`config.mk`:
```
export PLATFORM = sky130hd
export DESIGN_NAME = count_decoder
export DESIGN_NICKNAME = d
export VERILOG_FILES = /design/src/rtl/count_decoder.sv
export SDC_FILE = /design/constraint.sdc
export NUM_CORES = 1
export LEC_CHECK = 0
export ABC_CLOCK_PERIOD_IN_PS = 2900
export CORE_AREA = 5 5 48 67
export CTS_CLUSTER_DIAMETER = 60
export CTS_CLUSTER_SIZE = 12
export DETAILED_ROUTE_END_ITERATION = 8
export DIE_AREA = 0 0 53 72
export GPL_TIMING_DRIVEN = 1
export PLACE_DENSITY_LB_ADDON = 0.12
export SLEW_MARGIN = 20
export SYNTH_ARGS = -nofsm -noshare
export SYNTH_HDL_FRONTEND = slang
export SYNTH_SLANG_ARGS = --single-unit
export TNS_END_PERCENT = 1
```
`constraint.sdc`:
```
create_clock -name clk -period 2.9 [get_ports clk]
set_input_delay 0.435 -clock clk [delete_from_list [all_inputs] [get_ports clk]]
set_output_delay 0.435 -clock clk [all_outputs]
set_load 0.02 [all_outputs]
```
`src/rtl/count_decoder.sv`:
```
// Recovers enable/direction from an observed 8-bit up/down counter and tracks lock.
// Optional feature: define COUNT_DECODER_ERRCNT_EN to keep a saturating illegal-step counter.
module count_decoder #(
    parameter int unsigned LOCK_CYCLES = 2
) (
    input  logic       clk,
    input  logic       rst,
    input  logic [7:0] count_in,
    output logic       enable_out,
    output logic       dir_out,
    output logic       valid,
    output logic       wrap,
    output logic       err,
    output logic [7:0] err_count
);

    localparam int unsigned CW  = 8;
    localparam int unsigned LKW = 4;
    localparam logic [LKW-1:0] LOCK_TGT = LKW'(LOCK_CYCLES);

    if (LOCK_CYCLES < 1 || LOCK_CYCLES > 15) begin : g_bad_lock
        $error("count_decoder: LOCK_CYCLES must be in 1..15");
    end

    typedef enum logic [1:0] {
        SYNC   = 2'd0,
        ACQ    = 2'd1,
        LOCKED = 2'd2
    } state_t;

    state_t         state;
    logic [LKW-1:0] lk;
    logic [CW-1:0]  prev;

    logic [CW-1:0]  step_c;
    logic [LKW-1:0] lk_next_c;
    logic           is_hold_c;
    logic           is_up_c;
    logic           is_down_c;
    logic           is_legal_c;
    logic           is_wrap_c;

    // Step classification on the modulo-256 difference between samples
    assign step_c     = CW'(count_in - prev);
    assign is_hold_c  = (step_c == 8'h00);
    assign is_up_c    = (step_c == 8'h01);
    assign is_down_c  = (step_c == 8'hFF);
    assign is_legal_c = is_hold_c | is_up_c | is_down_c;
    assign is_wrap_c  = (is_up_c && prev == 8'hFF) || (is_down_c && prev == 8'h00);
    assign lk_next_c  = lk + LKW'(1);

    always_ff @(posedge clk) begin
        if (rst) begin
            state      <= SYNC;
            lk         <= '0;
            prev       <= '0;
            enable_out <= 1'b0;
            dir_out    <= 1'b0;
            valid      <= 1'b0;
            wrap       <= 1'b0;
            err        <= 1'b0;
        end else begin
            prev <= count_in;
            wrap <= 1'b0;
            err  <= 1'b0;
            case (state)
                SYNC: begin
                    state <= ACQ;
                    lk    <= '0;
                end
                default: begin
                    if (!is_legal_c) begin
                        // Illegal step: drop lock, keep last recovered enable/direction
                        err   <= 1'b1;
                        state <= ACQ;
                        lk    <= '0;
                        valid <= 1'b0;
                    end else begin
                        wrap       <= is_wrap_c;
                        enable_out <= ~is_hold_c;
                        if (!is_hold_c) begin
                            dir_out <= is_up_c;
                        end
                        if (state == ACQ) begin
                            lk <= lk_next_c;
                            if (lk_next_c == LOCK_TGT) begin
                                state <= LOCKED;
                                valid <= 1'b1;
                            end
                        end
                    end
                end
            endcase
        end
    end

`ifdef COUNT_DECODER_ERRCNT_EN
    // Saturating count of illegal steps since reset
    always_ff @(posedge clk) begin
        if (rst) begin
            err_count <= '0;
        end else if (state != SYNC && !is_legal_c && err_count != 8'hFF) begin
            err_count <= err_count + 8'd1;
        end
    end
`else
    assign err_count = 8'h00;
`endif

endmodule

```
==> impl_metrics.tcl, run 1 <==
set metrics [dict create \
    status "finished clean" \
    timing.final.crit_share_pct 93.7 \
    synth_seq_cells 19 \
    cts.clk_slew.worst_paths_ns 0.10 \
    avgSynthCellArea_um2 8.95 \
    maxCapViolations 0 \
    grt_max_degree 20 \
    final_net_count 186 \
    synth-seq-area-share_pct 30.6 \
    worst_setup_path_start_kind "primary input" \
    die_w_um 53 \
    antenna_found_initial 0 \
    grt_remaining_overflow 0 \
    worst_slew_pin_slew_ns 0.802 \
    h-tree-depth 1 \
    setup_slack_ns 0.182 \
    ir_worst_vdd_uv 187 \
    clock-root-buffer "clkbuf_4" \
    required_ns 3.05 \
    endpoint "state[0]" \
    power_density_nw_per_um2 373 \
    numCtsBuffers 3 \
    max_freq_mhz 368 \
    drtIter0Drc 7 \
    synth.cell_area_um2 1240 \
    critPathKind "primary input to register" \
    synth_xor_area_share_pct 7.04 \
    port_buffers 14 \
    vias 1020 \
    wl_per_cell_um 12.8 \
    whs_path_depth 2 \
    ctsLongestPathBuffers 2 \
    netlist-cell-type-count 40 \
    place_area_um2 1460 \
    vias_per_cell 5.10 \
    hold_path_class "register to register" \
    slew_viol_final 0 \
    synth_simple_gate_area_share_pct 21.8 \
    finalSetupViolCount 0 \
    io_pins 23 \
    final_cell_area_um2 1560 \
    track_usage_pct 14.5 \
    drive_gt1_share_pct 21.3 \
    yosys_warnings 0 \
    min_period_ns 2.72 \
    r2r_end "state[0]" \
    layout_commonest_cell "dfxtp_1" \
    diodes 0 \
    synthAdderAreaFrac_pct 11.7 \
    final_util_pct 60.8 \
    grt_pass1_wl_mm 4.26 \
    grt_pass1_vias 1007 \
    drt-total-wl_mm 2.55 \
    post-dp-hpwl_mm 2.06 \
    area_growth_pct 25.2 \
    final-instance-count-excl-fill 200 \
    cp_max_fo 3 \
    power.total_mw 0.580 \
    dp_cells 195 \
    cp-end-kind "register" \
    synth_top_family_by_area "simple AND/OR/NAND/NOR gates" \
    synth_compound_area_share_pct 18.9 \
    whs_ns 0.482 \
    clock_skew_ns 0.00671 \
    cp-startpoint "count_in[1]" \
    place_ws_ns -0.417 \
    fp-row-count 22 \
    fp.coreArea_um2 2560 \
    p_leak_nw 0.590 \
    r2r.worst_path.cells 11 \
    r2r-start "prev[0]" \
    cts_num_sinks 19 \
    die_y_um 72 \
    muxShareOfSynthArea_pct 0 \
    grt_setup_unrepaired "false" \
    relSlewSlack_pct 46.3 \
    ant_nets 0 \
    cts_hold_buf 0 \
    routabilityCongestion 0.810 \
    arrival_ns 2.87 \
    drc_errors 0 \
    cts_tree "done" \
    first_pass_iters 4 \
    start_util_pct 48.6 \
    clk_latency_ns 0.29 \
    dieArea_um2 3820 \
    fin_setup_tns_ns 0 \
    final_cell_mix "dfxtp_1, clkdlybuf4s50_1, inv_1, buf_4, ha_1" \
    rrSetupSlack_ns 0.24 \
    final_hold_viol_count 0 \
    synth_cells 139 \
]
-- power breakdown --
part / switching, mW / leakage [nW] / internal (mW) / total [mW]
combinational: 0.0928 / 0.419 / 0.0824 / 0.175
sequential: 0.00691 / 0.156 / 0.269 / 0.276
clock: 0.0760 / 0.0150 / 0.0534 / 0.129
-- cell usage after synthesis --
| cell | n | area [um2] |
|---|---|---|
| dfxtp_1 | 19 | 380 |
| inv_1 | 13 | 48.8 |
| ha_1 | 10 | 125 |
| nor2b_1 | 9 | 56.3 |
| nor4_1 | 9 | 56.3 |
| buf_4 | 8 | 60.1 |
| nor2_1 | 8 | 30.0 |
| xnor2_1 | 6 | 52.6 |
| a21oi_1 | 5 | 25.0 |
| nand2_1 | 5 | 18.8 |
| nand3_1 | 5 | 25.0 |
| xor2_1 | 4 | 35.0 |
| clkbuf_1 | 3 | 11.3 |
| o21ai_0 | 3 | 15.0 |
| a2111oi_4 | 2 | 55.1 |
| and3_1 | 2 | 12.5 |
| nand4_1 | 2 | 12.5 |
| nor3b_1 | 2 | 15.0 |
| o21a_1 | 2 | 15.0 |
| or2_1 | 2 | 12.5 |
| a2111oi_0 | 1 | 8.76 |
| a211oi_1 | 1 | 7.51 |
| a21o_1 | 1 | 7.51 |
| a221oi_1 | 1 | 8.76 |
| a311oi_1 | 1 | 8.76 |
| a311oi_2 | 1 | 15.0 |
| a31oi_1 | 1 | 6.26 |
| a41oi_2 | 1 | 16.3 |
| conb_1 | 1 | 3.75 |
| fa_1 | 1 | 20.0 |
| nand2b_1 | 1 | 6.26 |
| nor2_2 | 1 | 6.26 |
| nor3_1 | 1 | 5.00 |
| o21ai_1 | 1 | 5.00 |
| o21bai_1 | 1 | 7.51 |
| o221a_4 | 1 | 20.0 |
| o22ai_1 | 1 | 6.26 |
| o31ai_1 | 1 | 7.51 |
| or2_2 | 1 | 6.26 |
| or3b_1 | 1 | 8.76 |
-- critical path, cell delays in order --
cell and delay (ns):
clkdlybuf4s50_1 0.46, buf_4 0.16, ha_1 0.27, nor2b_2 0.17, o221a_4 0.26, a41oi_2 0.25, xnor2_2 0.11, a2111oi_4 0.40
buf_4 0.19, or2_4 0.11, a21oi_1 0.05
-- sequential cells by signal, summed over array words and instances (netlist names) --
name	flops
prev	8
lk	4
state	2
dir_out	1
enable_out	1
err	1
valid	1
wrap	1
-- cells by family after synthesis --
group,Yosys count
AOI/OAI and AO/OA,25
DFF,19
xor gates and xnor gates,10
and+or+nand+nor,49
other,1
buffers and inverters,24
adders and majority gates,11
-- metal layers --
layer	up-vias	global-route usage, %	routed length [um]
met2	8	26.2	1480
met3	2	1.23	41
li1	522	-	-
met4	0	5.97	24
met5	-	0	0
met1	488	16.9	1010
-- how the worst min path moves through the flow --
stage	end	from	slack (ns)
floorplan	state[1]	state[1]	0.51
global placement	valid	valid	0.46
detailed placement	valid	valid	0.47
CTS	valid	valid	0.48
global route	valid	valid	0.49
finish	valid	valid	0.48
-- repair_timing --
action                                  in CTS  in global routing
pin swaps                                    4                  9
cloned                                       0                  0
setup buffers                                1                  0
gates resized for setup                      6                 10
endpoints found under the setup margin       9                 11
-- area by class of cell --
class | instances | area [um2]
Timing Repair Buffer | 25 | 225
Multi-Input combinational cell | 103 | 831
Inverter | 13 | 48.8
Sequential cell | 19 | 380
Tap cell | 36 | 45.0
Fill cell | 250 | 1000
Clock buffer | 4 | 26.3
(Power assumes the default switching activity.)
==> run 2: changes to the inputs <==
Settings changed: ABC_CLOCK_PERIOD_IN_PS 2900 to unset, REMOVE_ABC_BUFFERS set to 1.
==> impl_metrics.tcl, run 2 (same netlist as run 1, synthesis figures left out) <==
set metrics [dict create \
    status "finished clean" \
    worst_slew_pin_slew_ns 0.789 \
    grt_pass1_wl_mm 4.37 \
    timing.final.crit_share_pct 95.0 \
    die_w_um 53 \
    place_area_um2 1470 \
    final-instance-count-excl-fill 202 \
    slew_viol_final 0 \
    final_cell_area_um2 1570 \
    dieArea_um2 3820 \
    first_pass_iters 4 \
    final_hold_viol_count 0 \
    p_int_mw 0.409 \
    ant_nets 0 \
    grt_remaining_overflow 0 \
    post-dp-hpwl_mm 2.12 \
    clock_skew_ns 0.00218 \
    arrival_ns 2.90 \
    p_comb_share_pct 31.1 \
    min_period_ns 2.75 \
    relSlewSlack_pct 47.2 \
    largest_reg_flops 8 \
    layout_commonest_cell "dfxtp_1" \
    dp_cells 196 \
    io_pins 23 \
    wl_per_cell_um 12.8 \
    largest_register "prev" \
    required_ns 3.05 \
    hold_path_class "register to register" \
    final_cell_mix "dfxtp_1, clkdlybuf4s50_1, buf_4, inv_1" \
    numCtsBuffers 3 \
    track_usage_pct 15.2 \
    cp-end-kind "register" \
    clk_latency_ns 0.29 \
    area_growth_pct 25.9 \
    top_regs "prev x8, lk x4, state x2" \
    grt_pass1_vias 1055 \
    die_y_um 72 \
    drive_gt1_share_pct 21.7 \
    clkPwrFrac_pct 21.9 \
    clock-root-buffer "clkbuf_4" \
    max_freq_mhz 363 \
    cts.clk_slew.worst_paths_ns 0.09 \
    port_buffers 14 \
    h-tree-depth 1 \
    drtIter0Drc 14 \
    ir_worst_vdd_uv 205 \
    finalSetupViolCount 0 \
    grt_max_degree 20 \
    routabilityCongestion 0.808 \
    cts_tree "done" \
    p_switching_mw 0.176 \
    worst_setup_path_start_kind "primary input" \
    start_util_pct 48.6 \
    drc_errors 0 \
    fp.coreArea_um2 2560 \
    diodes 0 \
    cts_num_sinks 19 \
    p_leak_nw 0.597 \
    critPathKind "primary input to register" \
    switching_share_pct 30.1 \
    maxCapViolations 0 \
    final_net_count 188 \
    drt-total-wl_mm 2.59 \
    antenna_found_initial 0 \
    pwr-share-seq_pct 47.0 \
    vias_per_cell 5.10 \
    grt_setup_unrepaired "false" \
    power_density_nw_per_um2 374 \
    vias 1031 \
    fp-row-count 22 \
    ctsLongestPathBuffers 2 \
    cts_hold_buf 0 \
    cp_max_fo 3 \
]
==> run 2: worst paths after layout <==
path / startpoint / end / slack (ns) / cells after the start
hold reg to reg: valid / valid / 0.49 / 2
setup / recovery: count_in[1] / state[0] / 0.15 / 10
setup reg to reg: prev[0] / state[0] / 0.17 / 11
hold / removal: valid / valid / 0.49 / 2
==> run 2: per-stage QoR <==
stage	setup WS [ns]	total power, mW	hold WS, ns	utilization [%]	setup TNS, ns
after detailed placement	-0.443	0.449	0.481	57.3	-4.03
after CTS	0.00506	0.579	0.496	58.7	0
after floorplan	0.153	0.391	0.495	-	0
after global placement	-0.353	0.445	0.465	57.3	-3.25
final	0.146	0.586	0.490	61.1	0
after global routing	0.00751	0.625	0.489	61.1	0
==> run 2: power groups by stage <==
stage,clock network [mW],logic [mW],registers [mW]
final,0.128,0.182,0.275
after CTS,0.133,0.170,0.275
after floorplan,0,0.110,0.281
after global placement,0,0.163,0.281
after detailed placement,0,0.167,0.281
after global routing,0.146,0.202,0.277
==> run 2: timing repair <==
item | 4_1_cts | 5_1_grt
endpoints found under the setup margin | 10 | 11
resized for setup | 3 | 13
pin swaps | 3 | 6
setup buffers | 0 | 2
hold endpoints to repair | 0 | 0
==> run 2: routing by layer <==
layer | share of wire, % | GRT usage, % | wire, um | vias to the layer above
met4 | 2.7 | 8.52 | 70 | 0
met5 | 0 | 0 | 0 | -
li1 | - | - | - | 526
met3 | 1.5 | 1.85 | 38 | 5
met1 | 38 | 15.1 | 987 | 489
met2 | 58 | 29.0 | 1500 | 11
==> run 2: cell type report <==
class                   count  area, um2
clock buffers               4       26.3
fillers                   253        995
inverters                  13       48.8
multi-input cells         103        825
flip-flops and latches     19        380
well taps                  36       45.0
repair buffers             27        240
==> run 2: critical path: stages <==
cell,delay (ns)
clkdlybuf4s50_1,0.46
fa_2,0.41
and3_4,0.16
o21ai_2,0.12
a21oi_2,0.08
or3b_4,0.41
a2111oi_4,0.48
buf_4,0.19
or2_4,0.11
a21oi_1,0.05
